$ cat src/rtl/fft_pkg.sv
// -----------------------------------------------------------------------------
// fft_pkg
// Shared types and helpers for the radix-2 FFT address generators.
//   state_e      : control states of the twiddle address generator
//   twiddle_idx  : twiddle ROM index for a (butterfly, stage) pair, DIT or DIF
// The helper works at the largest supported width; callers zero-extend their
// counters into it and keep the low IDX_W bits of the result.
// -----------------------------------------------------------------------------
package fft_pkg;

  localparam int MAX_LOG2N = 12;
  localparam int MAX_IDX_W = MAX_LOG2N - 1;
  localparam int MAX_STG_W = 8;

  typedef enum logic [1:0] {
    IDLE = 2'd0,
    RUN  = 2'd1,
    DONE = 2'd2
  } state_e;

  // DIT: k = bfly mod 2^s,          index = k << (LOG2N-1-s)
  // DIF: k = bfly mod 2^(LOG2N-1-s), index = k << s
  // The kept bits plus the shift always total LOG2N-1, so the result fits.
  function automatic logic [MAX_IDX_W-1:0] twiddle_idx(
    input logic [MAX_IDX_W-1:0] bfly,
    input logic [MAX_STG_W-1:0] stage,
    input logic                 dif,
    input int                   log2n
  );
    logic [31:0] s_ext;
    logic [31:0] s_top;
    logic [31:0] keep_bits;
    logic [31:0] shift_amt;
    logic [31:0] mask;
    logic [31:0] k;
    logic [31:0] res;
    s_ext = {24'd0, stage};
    s_top = 32'(log2n) - 32'd1 - s_ext;
    if (dif) begin
      keep_bits = s_top;
      shift_amt = s_ext;
    end else begin
      keep_bits = s_ext;
      shift_amt = s_top;
    end
    mask = (32'd1 << keep_bits) - 32'd1;
    k    = {21'd0, bfly} & mask;
    res  = k << shift_amt;
    return res[MAX_IDX_W-1:0];
  endfunction

endpackage

$ cat src/rtl/fft_stage_counter.sv
// -----------------------------------------------------------------------------
// fft_stage_counter
// Two-level counter: butterfly count wraps at BFLY_LAST and carries into the
// stage count, which wraps at STG_LAST. Clear has priority over enable.
// Ports:
//   i_clk, i_rst   : clock, synchronous active-high reset
//   i_clr          : synchronous clear of both counts
//   i_en           : advance by one butterfly
//   o_bfly         : current butterfly number
//   o_stage        : current stage number
//   o_bfly_last    : butterfly count is at its wrap value
//   o_stage_last   : stage count is at its wrap value
// -----------------------------------------------------------------------------
module fft_stage_counter #(
  parameter int          BFLY_W    = 7,
  parameter int          STG_W     = 4,
  parameter int unsigned BFLY_LAST = 127,
  parameter int unsigned STG_LAST  = 7
) (
  input  logic              i_clk,
  input  logic              i_rst,
  input  logic              i_clr,
  input  logic              i_en,
  output logic [BFLY_W-1:0] o_bfly,
  output logic [STG_W-1:0]  o_stage,
  output logic              o_bfly_last,
  output logic              o_stage_last
);

  localparam logic [BFLY_W-1:0] LP_BFLY_LAST = BFLY_W'(BFLY_LAST);
  localparam logic [STG_W-1:0]  LP_STG_LAST  = STG_W'(STG_LAST);

  logic [BFLY_W-1:0] r_bfly;
  logic [STG_W-1:0]  r_stage;

  always_ff @(posedge i_clk) begin
    if (i_rst || i_clr) begin
      r_bfly  <= '0;
      r_stage <= '0;
    end else if (i_en) begin
      if (r_bfly == LP_BFLY_LAST) begin
        r_bfly  <= '0;
        r_stage <= (r_stage == LP_STG_LAST) ? '0 : r_stage + 1'b1;
      end else begin
        r_bfly <= r_bfly + 1'b1;
      end
    end
  end

  assign o_bfly       = r_bfly;
  assign o_stage      = r_stage;
  assign o_bfly_last  = (r_bfly == LP_BFLY_LAST);
  assign o_stage_last = (r_stage == LP_STG_LAST);

endmodule

$ cat src/rtl/twiddle_addr_gen.sv
// -----------------------------------------------------------------------------
// twiddle_addr_gen
// Walks every stage and butterfly of an N = 2^LOG2N point radix-2 FFT and
// presents the twiddle ROM index for each butterfly.
//
// Handshake: a beat transfers on any rising edge where out_valid && out_ready.
// While out_valid is high and out_ready low, index_val, stage_out,
// last_in_stage and conj hold; out_valid never drops without a transfer
// except on abort or reset.
//
// Ports:
//   clk, rst       : clock, synchronous active-high reset
//   start          : begin a transform (honoured only in IDLE)
//   dif_mode       : 0 = DIT index pattern, 1 = DIF (latched at start)
//   inverse        : inverse transform flag (latched at start)
//   abort          : return to IDLE on the next edge from any state
//   out_ready      : consumer accepts the current beat
//   out_valid      : beat valid
//   index_val      : twiddle ROM address
//   stage_out      : current stage, 0..LOG2N-1
//   conj           : latched inverse flag while busy
//   last_in_stage  : current beat is the last butterfly of its stage
//   done           : one-cycle pulse after the final beat is accepted
//   busy           : high in RUN and DONE
// -----------------------------------------------------------------------------
module twiddle_addr_gen
  import fft_pkg::*;
#(
  parameter int LOG2N = 8,
  parameter int IDX_W = LOG2N - 1,
  parameter int STG_W = 4
) (
  input  logic             clk,
  input  logic             rst,
  input  logic             start,
  input  logic             dif_mode,
  input  logic             inverse,
  input  logic             abort,
  input  logic             out_ready,
  output logic             out_valid,
  output logic [IDX_W-1:0] index_val,
  output logic [STG_W-1:0] stage_out,
  output logic             conj,
  output logic             last_in_stage,
  output logic             done,
  output logic             busy
);

  localparam int unsigned LP_BFLY_LAST = (2 ** (LOG2N - 1)) - 1;
  localparam int unsigned LP_STG_LAST  = LOG2N - 1;

  state_e r_state;
  state_e w_state_nxt;

  logic r_dif;
  logic r_inv;

  logic             w_latch;
  logic             w_cnt_clr;
  logic             w_accept;
  logic [IDX_W-1:0] w_bfly;
  logic [STG_W-1:0] w_stage;
  logic             w_bfly_last;
  logic             w_stage_last;

  logic [MAX_IDX_W-1:0] w_bfly_ext;
  logic [MAX_STG_W-1:0] w_stg_ext;
  logic [MAX_IDX_W-1:0] w_idx_full;
  logic                 w_unused_idx_bits;

  // ---------------------------------------------------------------------------
  // Butterfly / stage counters
  // ---------------------------------------------------------------------------
  fft_stage_counter #(
    .BFLY_W    (IDX_W),
    .STG_W     (STG_W),
    .BFLY_LAST (LP_BFLY_LAST),
    .STG_LAST  (LP_STG_LAST)
  ) u_cnt (
    .i_clk        (clk),
    .i_rst        (rst),
    .i_clr        (w_cnt_clr),
    .i_en         (w_accept),
    .o_bfly       (w_bfly),
    .o_stage      (w_stage),
    .o_bfly_last  (w_bfly_last),
    .o_stage_last (w_stage_last)
  );

  // ---------------------------------------------------------------------------
  // State register and latched mode flags
  // ---------------------------------------------------------------------------
  always_ff @(posedge clk) begin
    if (rst) begin
      r_state <= IDLE;
      r_dif   <= 1'b0;
      r_inv   <= 1'b0;
    end else begin
      r_state <= w_state_nxt;
      if (w_latch) begin
        r_dif <= dif_mode;
        r_inv <= inverse;
      end
    end
  end

  // ---------------------------------------------------------------------------
  // Next-state logic
  // ---------------------------------------------------------------------------
  always_comb begin
    w_state_nxt = r_state;
    w_latch     = 1'b0;
    w_cnt_clr   = 1'b0;
    case (r_state)
      IDLE: begin
        // abort beats a simultaneous start
        if (start && !abort) begin
          w_state_nxt = RUN;
          w_latch     = 1'b1;
          w_cnt_clr   = 1'b1;
        end
      end
      RUN: begin
        if (abort) begin
          w_state_nxt = IDLE;
          w_cnt_clr   = 1'b1;
        end else if (w_accept && w_bfly_last && w_stage_last) begin
          w_state_nxt = DONE;
        end
      end
      DONE: begin
        w_state_nxt = IDLE;
        w_cnt_clr   = abort;
      end
      default: begin
        w_state_nxt = IDLE;
        w_cnt_clr   = 1'b1;
      end
    endcase
  end

  // ---------------------------------------------------------------------------
  // Outputs: combinational from registered state and counters
  // ---------------------------------------------------------------------------
  assign out_valid = (r_state == RUN);
  assign busy      = (r_state == RUN) || (r_state == DONE);
  assign done      = (r_state == DONE);
  assign w_accept  = out_valid && out_ready;

  always_comb begin
    w_bfly_ext                = '0;
    w_bfly_ext[IDX_W-1:0]     = w_bfly;
    w_stg_ext                 = '0;
    w_stg_ext[STG_W-1:0]      = w_stage;
  end

  assign w_idx_full        = twiddle_idx(w_bfly_ext, w_stg_ext, r_dif, LOG2N);
  assign w_unused_idx_bits = ^w_idx_full;

  assign index_val     = out_valid ? w_idx_full[IDX_W-1:0] : '0;
  assign stage_out     = out_valid ? w_stage : '0;
  assign last_in_stage = out_valid && w_bfly_last;
  assign conj          = busy && r_inv;

endmodule

$ cat config.mk
export PLATFORM = sky130hd
export DESIGN_NAME = twiddle_addr_gen
export DESIGN_NICKNAME = d
export VERILOG_FILES = /design/src/rtl/fft_pkg.sv /design/src/rtl/fft_stage_counter.sv /design/src/rtl/twiddle_addr_gen.sv
export SDC_FILE = /design/constraint.sdc
export NUM_CORES = 1
export LEC_CHECK = 0
export ABC_CLOCK_PERIOD_IN_PS = 4200
export CAP_MARGIN = 15
export CORE_ASPECT_RATIO = 1.2
export CORE_MARGIN = 3
export CORE_UTILIZATION = 35
export CTS_CLUSTER_SIZE = 30
export DETAILED_ROUTE_END_ITERATION = 8
export SETUP_SLACK_MARGIN = 0.5
export SYNTH_ARGS = -nofsm -noshare
export SYNTH_HDL_FRONTEND = slang
export SYNTH_SLANG_ARGS = --single-unit
$ cat constraint.sdc
create_clock -name clk -period 4.2 [get_ports clk]
set_input_delay 0.84 -clock clk [delete_from_list [all_inputs] [get_ports clk]]
set_output_delay 0.84 -clock clk [all_outputs]
set_load 0.02 [all_outputs]
==> metrics.csv, run 1 <==
metric,value,unit
CP max stage delay,470,ps
fin cells,300,
WP data required,3360,ps
share of post-route cells with drive strength above 1,0.115,
antenna cells,0,
final wirelength,4640,um
Final nets,259,
Cells after DPL,296,
Fmax,287,MHz
first-pass GRT wire length,7710,um
vias in the first global route,1630,
Leak,0.000712,uW
synth unique cells,53,
Routed WL per cell,15.5,um
"CP delay by family, top",simple AND/OR/NAND/NOR gates,
Die W,67.7,um
most frequent cells in the layout,"23 x nand2_1, 17 x a21oi_1, 16 x clkdlybuf4s50_1",
worst hold slack,457,ps
Initial DRC Count,155,
post-synthesis net count,240,
Synth Warn #,0,
Clock Path Buffers,2,
fin. max-slew vios,0,
Setup-failing EPs final,0,
Cells after Synth,226,
post-synthesis register bit count,15,
CTS buffer count,3,
slew of the pin with the lowest slew margin,492,ps
startpoint class of the critical path,register,
ANT nets after route,0,
Row Count,26,
Clock Sinks,15,
total die area,5420,sq um
min Tclk post-route,3490,ps
"EDFF count, synth",0,
"Data arrival, critical path",2650,ps
RD Place Congestion,0.975,
Rel. slew slack,0.672,
crit end category,output pin,
Worst Reg-to-Reg Cells,5,
Starting Density,0.369,
fin util,0.443,
Die Height,80.0,um
period utilization,0.831,
Avg Inst Size Synth,7.07,sq um
pwr dens,186,nW/um^2
# DRC,0,
grt ovf,0,
Min-Delay Path Class,register to register,
Post-synth ARST share,0,
peak supply drop,0.145,mV
"commonest non-fill, non-tap cell in the layout",nand2_1,
IO Port Bufs,22,
CP Buf/Inv Count,1,
Worst path depth,9,
hold path cells,2,
TritonRoute pass-1 iters,4,
GRT Util Overall,0.184,
Max Fanout on Critical Path,9,
Power Total,356,uW
Max-cap violations,0,
RSZ-0062 raised after global routing,true,
sequential share of the synthesized area,0.188,
worst skew pair latency,250,ps
final hold vios,0,
Ports,23,
clk slew on worst S/H paths,60,ps
Clk Tree Root Cell,clkbuf_8,
CP max-delay cell,or4b_1,
ys flop type,dfxtp_1,
synthesized area,1600,sq um
CP Cell Sequence,or2_2 -> nor3_1 -> o21ai_0 -> ha_1 -> or4b_1 -> mux2i_1 -> a211oi_1 -> nor4_1 -> clkbuf_2,
H-tree levels,1,
"Area growth, synth to finish",20.0,%
largest net degree at the start of global routing,26,
HPWL after DPL,3520,um
final setup skew,3.43,ps
setup TNS,0,ps
TritonCTS clock tree,yes,
vias per inst,5.88,
worst setup path class,register to output pin,
Vias,1764,
core area,4330,sq um
initial antenna violation count,0,
status,finished clean,
## logic make-up (layout without fill, tap and decap cells)
family	count (synthesis)	count (layout)	synth area share
compound gates	67	67	0.285
xor+xnor	7	7	0.0384
buf+inv	24	42	0.0634
mux	2	2	0.0133
flops	15	15	0.188
simple gates	104	104	0.357
fa+ha+maj	7	7	0.0548
## power breakdown
part / leakage, uW / switching [uW] / total (uW) / internal [uW]
registers: 0.000122 / 4.80 / 151 / 146
clock network: 0.0000255 / 52.1 / 118 / 65.8
logic: 0.000564 / 50.3 / 86.9 / 36.7
## flip-flops by register name (all words and copies together) (netlist names)
name,count
r_dif,1
u_cnt.o_bfly,7
r_state,2
r_inv,1
u_cnt.o_stage,4
## metal layers
metal / global-route usage / routed length, um / vias up
met2: 0.287 / 2150 / 74
li1: - / - / 866
met4: 0.114 / 214 / 0
met1: 0.238 / 2020 / 807
met5: 0 / 0 / -
met3: 0.0183 / 250 / 17
## synthesized netlist by cell type (3+ instances only)
library cell | instances | area share
nand2b_1 | 7 | 0.027
or3_1 | 4 | 0.016
clkbuf_1 | 8 | 0.019
and2_1 | 5 | 0.020
nand2_1 | 23 | 0.054
xor2_1 | 3 | 0.016
nand3_1 | 12 | 0.038
o21ai_0 | 14 | 0.044
inv_1 | 7 | 0.016
a21oi_1 | 17 | 0.053
or2_2 | 3 | 0.012
dfxtp_1 | 15 | 0.19
a31oi_1 | 5 | 0.020
buf_2 | 9 | 0.028
xnor2_1 | 4 | 0.022
ha_1 | 7 | 0.055
nor2_1 | 14 | 0.033
nor2b_1 | 10 | 0.039
and3_1 | 4 | 0.016
a211oi_1 | 7 | 0.033
nor3_1 | 6 | 0.019
## worst register-to-register path: stages (launching register included)
cell,delay [ps]
dfxtp_1,500
ha_1,250
nand3_1,160
or3_1,440
or4_1,490
a21oi_1,140
## final timing paths
kind / endpoint / startpoint / slack (ps)
setup / recovery: index_val[4] / u_cnt.o_stage[2]$_SDFFE_PP0P_ / 710
hold / removal: r_inv$_SDFFE_PP0P_ / r_inv$_SDFFE_PP0P_ / 460
setup reg to reg: u_cnt.o_stage[3]$_SDFFE_PP0P_ / u_cnt.o_bfly[0]$_SDFFE_PP0P_ / 2150
hold reg to reg: r_inv$_SDFFE_PP0P_ / r_inv$_SDFFE_PP0P_ / 460
## layout make-up
type                    count  area [sq um]
clock buffers               3          41.3
clock inverters             1          5.00
fillers                   460          2410
inverters                   7          26.3
multi-input cells         187          1200
flip-flops and latches     15           303
well taps                  56          70.1
repair buffers             31           277
## repair_timing
item	4_1_cts	5_1_grt
pin swaps	0	0
gates resized for setup	6	11
hold buffers	0	0
endpoints found under the setup margin	6	6
setup buffers	0	0
## stage by stage
step	setup slack (ps)	instance area [sq um]
final	712	1920
after global routing	437	1920
after CTS	295	1920
after detailed placement	456	1880
after global placement	507	1880
after floorplan	702	1600
Power figures use the tool's default switching activity.
==> inputs of run 2 (changes only) <==
- ABC_CLOCK_PERIOD_IN_PS: 4200 -> 3000
- clock period: 4.2 -> 3 ns (I/O delays scaled with it)
==> run 2 against run 1 <==
  * Clock power up 42%
  * Routed wire length grew 14%
  * Flip-flop and latch count is the same
  * First-iteration DRC count up 39%
  * Sequential share of layout area shrank 3.2 points
  * Register-to-register slack worse by 1300 ps
==> metrics.csv, run 2 (synthesis results as in run 1) <==
metric,value,unit,change
most frequent cells in the layout,"47 x buf_4, 22 x nand2_1, 16 x a21oi_1",,
Ports,23,,unchanged
share of post-route cells with drive strength above 1,0.353,,+0.239
HPWL after DPL,3820,um,+8.6%
WP data required,2400,ps,-960 ps
fin. max-slew vios,0,,unchanged
Row Count,26,,unchanged
first-pass GRT wire length,8720,um,+13%
slew of the pin with the lowest slew margin,417,ps,-74.9 ps
TritonCTS clock tree,yes,,
"Area growth, synth to finish",52.8,%,
Routed WL per cell,15.5,um,+0.49%
Starting Density,0.369,,unchanged
Initial DRC Count,215,,+39%
Max-cap violations,0,,unchanged
RD Place Congestion,0.872,,-11%
Die Height,80.0,um,unchanged
fin cells,339,,+13%
hold path cells,2,,unchanged
IO Port Bufs,22,,unchanged
crit end category,output pin,,
"commonest non-fill, non-tap cell in the layout",buf_4,,
Setup Slack @ Placement,-198,ps,-655 ps
Worst Reg-to-Reg Cells,5,,unchanged
Max Fanout on Critical Path,4,,-5
# DRC,0,,unchanged
Die W,67.7,um,unchanged
RSZ-0062 raised after global routing,true,,
status,finished clean,,
R2R setup slack,900,ps,-1250 ps
peak supply drop,0.266,mV,+84%
vias per inst,5.64,,-4.0%
worst setup path class,register to output pin,,
final hold vios,0,,unchanged
ANT nets after route,0,,unchanged
Post-CTS Hold Fix Bufs,0,,unchanged
period utilization,0.986,,
TritonRoute pass-1 iters,5,,+1
initial antenna violation count,0,,unchanged
Worst R2R Start,u_cnt.o_bfly[0]$_SDFFE_PP0P_,,
antenna cells,0,,unchanged
Rel. slew slack,0.722,,+0.0499
final setup skew,3.00,ps,-0.427 ps
largest net degree at the start of global routing,21,,-19%
worst reg2reg endpoint,u_cnt.o_stage[3]$_SDFFE_PP0P_,,
Clock Sinks,15,,unchanged
core area,4330,sq um,unchanged
vias in the first global route,1829,,+12%
total die area,5420,sq um,unchanged
Final nets,298,,+15%
setup ws final,41.9,ps,-670 ps
startpoint class of the critical path,register,,
GRT Util Overall,0.207,,+0.0227
CTS buffer count,3,,unchanged
Leak,0.000922,uW,+29%
Largest register FFs,7,,unchanged
final wirelength,5260,um,+14%
Vias,1913,,+8.4%
Clock Path Buffers,2,,unchanged
H-tree levels,1,,unchanged
Min-Delay Path Class,register to register,,
pwr dens,219,nW/um^2,+18%
min Tclk post-route,2960,ps,
"Data arrival, critical path",2360,ps,-290 ps
worst skew pair latency,250,ps,about the same
clk slew on worst S/H paths,60,ps,about the same
Fmax,338,MHz,
Clk Tree Root Cell,clkbuf_8,,
grt ovf,0,,unchanged
Setup-failing EPs final,0,,unchanged
worst hold endpoint,r_inv$_SDFFE_PP0P_,,
min-delay src,r_inv$_SDFFE_PP0P_,,
Cells after DPL,323,,+9.1%
## run 2: power breakdown
| part | internal (uW) | switching [uW] | leakage [uW] | total, uW |
|---|---|---|---|---|
| registers | 205 | 6.50 | 0.000124 | 211 |
| clock network | 92.2 | 75.6 | 0.0000255 | 168 |
| logic | 72.8 | 82.2 | 0.000772 | 155 |
## run 2: area by class of cell
type                            count  area, sq um
Fill cell                         401         1890
Multi-Input combinational cell    187         1380
Timing Repair Buffer               70          613
Sequential cell                    15          308
Tap cell                           56         70.1
Clock buffer                        3         41.3
Inverter                            7         26.3
Clock inverter                      1         5.00
## run 2: worst max-delay path, cell delays in order, from the launching register on
cell and delay, ps:
dfxtp_2 330, or2_4 270, nor3_2 100, o21ai_1 90, ha_2 300, nor2b_4 160, a21boi_2 190, o32ai_2 90
buf_4 160, a221oi_4 260, buf_6 150
## run 2: repair_timing
item,4_1_cts,5_1_grt
hold endpoints to repair,0,0
setup endpoints to repair,7,8
setup buffers,8,4
gates resized for setup,52,13
pin swaps,20,3
## run 2: routing by layer
| layer | wire [um] | vias up | global-route usage |
|---|---|---|---|
| met3 | 325 | 24 | 0.0127 |
| li1 | - | 943 | - |
| met4 | 281 | 0 | 0.0933 |
| met2 | 2520 | 83 | 0.361 |
| met5 | 0 | - | 0 |
| met1 | 2140 | 863 | 0.253 |
## run 2: worst max-delay path by stage
stage,cells after the start,slack (ps),from,endpoint
after floorplan,10,270,u_cnt.o_stage[0]$_SDFFE_PP0P_,index_val[4]
after global placement,6,-140,r_dif$_SDFFE_PP0P_,index_val[6]
after detailed placement,9,-200,u_cnt.o_stage[2]$_SDFFE_PP0P_,index_val[4]
after CTS,9,70,r_dif$_SDFFE_PP0P_,index_val[4]
after global routing,9,-80,r_dif$_SDFFE_PP0P_,index_val[4]
final,10,40,r_dif$_SDFFE_PP0P_,index_val[6]
## run 2: per-stage QoR
stage | utilization | TNS (ps) | total power (uW) | hold WS [ps] | area (sq um)
3_3_place_gp | 0.508 | -413 | 358 | 448 | 2200
2_1_floorplan | - | 0 | 304 | 426 | 1760
3_5_place_dp | 0.508 | -489 | 357 | 450 | 2200
6_report | 0.564 | 0 | 534 | 461 | 2440
5_1_grt | 0.564 | -112 | 556 | 493 | 2440
4_1_cts | 0.547 | 0 | 531 | 458 | 2370
==> inputs of run 3 (changes only) <==
- SKIP_LAST_GASP: not set -> 1
==> run 3 against run 2 <==
  * Worst hold slack is essentially flat
  * Routed wire length shrank 0.23%
  * Combinational power is essentially flat
  * Clock power is essentially flat
  * Sequential power is essentially flat
  * Flip-flop and latch count is the same
  * Worst setup slack lost 2.2 ps
  * Sequential share of layout area is essentially flat
  * Largest power group unchanged
  * Final cell count is the same
==> metrics.csv, run 3 (synthesis results as in run 1) <==
metric,value,unit,change
Setup-failing EPs final,0,,unchanged
ANT nets after route,0,,unchanged
Post-CTS Hold Fix Bufs,0,,unchanged
grt met1 use,0.253,,unchanged
Leak,0.000920,uW,-0.19%
crit end category,output pin,,
GRT Util Overall,0.207,,unchanged
status,finished clean,,
Max-cap violations,0,,unchanged
HPWL after DPL,3820,um,unchanged
Clk Tree Root Cell,clkbuf_8,,
largest net degree at the start of global routing,21,,unchanged
Max Fanout on Critical Path,4,,unchanged
"Area growth, synth to finish",52.5,%,
Row Count,26,,unchanged
slew of the pin with the lowest slew margin,417,ps,-0.00560 ps
CTS buffer count,3,,unchanged
min Tclk post-route,2960,ps,+2.21 ps
RD Place Congestion,0.872,,unchanged
WP data required,2400,ps,about the same
routing usage on met2,0.361,,unchanged
Setup Slack @ Placement,-198,ps,unchanged
Min-Delay Path Class,register to register,,
setup TNS,0,ps,unchanged
Clock Path Buffers,2,,unchanged
Final nets,298,,unchanged
Starting Density,0.369,,unchanged
Worst setup startpoint,r_dif$_SDFFE_PP0P_,,
Routed WL per cell,15.5,um,-0.23%
RSZ-0062 raised after global routing,true,,
pwr dens,219,nW/um^2,+0.12%
worst reg2reg endpoint,u_cnt.o_stage[3]$_SDFFE_PP0P_,,
Ports,23,,unchanged
first-pass GRT wire length,8720,um,unchanged
Initial DRC Count,188,,-13%
TritonRoute pass-1 iters,4,,-1
startpoint class of the critical path,register,,
share of post-route cells with drive strength above 1,0.350,,-0.00353
Rel. slew slack,0.722,,about the same
Vias,1910,,-0.16%
Largest register FFs,7,,unchanged
total die area,5420,sq um,unchanged
"commonest non-fill, non-tap cell in the layout",buf_4,,
worst skew pair latency,250,ps,about the same
vias per inst,5.63,,-0.16%
setup ws final,39.7,ps,-2.21 ps
Fmax,338,MHz,about the same
TritonCTS clock tree,yes,,
fin cells,339,,unchanged
final wirelength,5250,um,-0.23%
most frequent cells in the layout,"47 x buf_4, 22 x nand2_1, 16 x a21oi_1",,
initial antenna violation count,0,,unchanged
Worst Reg-to-Reg Cells,5,,unchanged
period utilization,0.987,,about the same
final setup skew,3.47,ps,+0.466 ps
final hold vios,0,,unchanged
worst setup path class,register to output pin,,
# fillers,403,,+0.50%
crit path to,index_val[6],,
Worst R2R Start,u_cnt.o_bfly[0]$_SDFFE_PP0P_,,
R2R setup slack,900,ps,about the same
Die Height,80.0,um,unchanged
Die W,67.7,um,unchanged
Most Crowded Layer GR,met2,,
vias in the first global route,1829,,unchanged
antenna cells,0,,unchanged
Clock Sinks,15,,unchanged
core area,4330,sq um,unchanged
grt ovf,0,,unchanged
peak supply drop,0.265,mV,-0.42%
H-tree levels,1,,unchanged
"Data arrival, critical path",2360,ps,about the same
Cells after DPL,323,,unchanged
IO Port Bufs,22,,unchanged
GRT met3 Usage,0.0127,,unchanged
# DRC,0,,unchanged
fin. max-slew vios,0,,unchanged
clk slew on worst S/H paths,60,ps,about the same
==> run 3: changes by cell type in the layout (fill, tap and decap cells not counted) <==
cell	delta
or4b_1	+1
or4b_4	-1
==> run 3: final cells by class <==
type | count | area [sq um] | share of cell area
inverters | 7 | 26.3 | 0.0108
multi-input cells | 187 | 1370 | 0.564
repair buffers | 70 | 613 | 0.252
well taps | 56 | 70.1 | 0.0287
clock buffers | 3 | 41.3 | 0.0169
clock inverters | 1 | 5.00 | 0.00205
flip-flops and latches | 15 | 308 | 0.126
==> run 3: how the worst min path moves through the flow <==
stage                     slack (ps)  depth (start not counted)          startpoint                  to
final                            460                          2  r_inv$_SDFFE_PP0P_  r_inv$_SDFFE_PP0P_
after global routing             490                          2  r_inv$_SDFFE_PP0P_  r_inv$_SDFFE_PP0P_
after CTS                        460                          2  r_inv$_SDFFE_PP0P_  r_inv$_SDFFE_PP0P_
after detailed placement         450                          2  r_inv$_SDFFE_PP0P_  r_inv$_SDFFE_PP0P_
after global placement           450                          2  r_inv$_SDFFE_PP0P_  r_inv$_SDFFE_PP0P_
after floorplan                  430                          2  r_inv$_SDFFE_PP0P_  r_inv$_SDFFE_PP0P_
==> run 3: metrics by stage <==
step / total power, uW / cell area, sq um / hold slack, ps / utilization
6_report: 534 / 2440 / 461 / 0.563
5_1_grt: 556 / 2440 / 493 / 0.563
4_1_cts: 531 / 2370 / 458 / 0.547
3_5_place_dp: 357 / 2200 / 450 / 0.508
3_3_place_gp: 358 / 2200 / 448 / 0.508
2_1_floorplan: 304 / 1760 / 426 / -
==> run 3: worst max-delay path, stage by stage, from the launching register on <==
cell      delay (ps)
dfxtp_2          330
or2_4            260
nor3_2           100
o21ai_1           90
ha_2             300
nor2b_4          160
a21boi_2         190
o32ai_2           90
buf_4            160
a221oi_4         260
buf_6            150
==> run 3: per-layer routing <==
layer,wire [um],vias to the layer above
li1,-,942
met1,2230,887
met2,2610,63
met3,194,18
met4,209,0
met5,0,-
==> run 3: where the power goes <==
group          leakage (uW)  total [uW]  internal [uW]  switching, uW
combinational      0.000770         155           72.8           82.2
sequential         0.000124         211            205           6.50
clock             0.0000255         168           92.2           75.4
total              0.000920         534            370            164
==> run 3: repair_timing <==
action,CTS,global route
gates resized for setup,52,12
setup endpoints to repair,7,8
pin swaps,20,3
buffers inserted,8,4
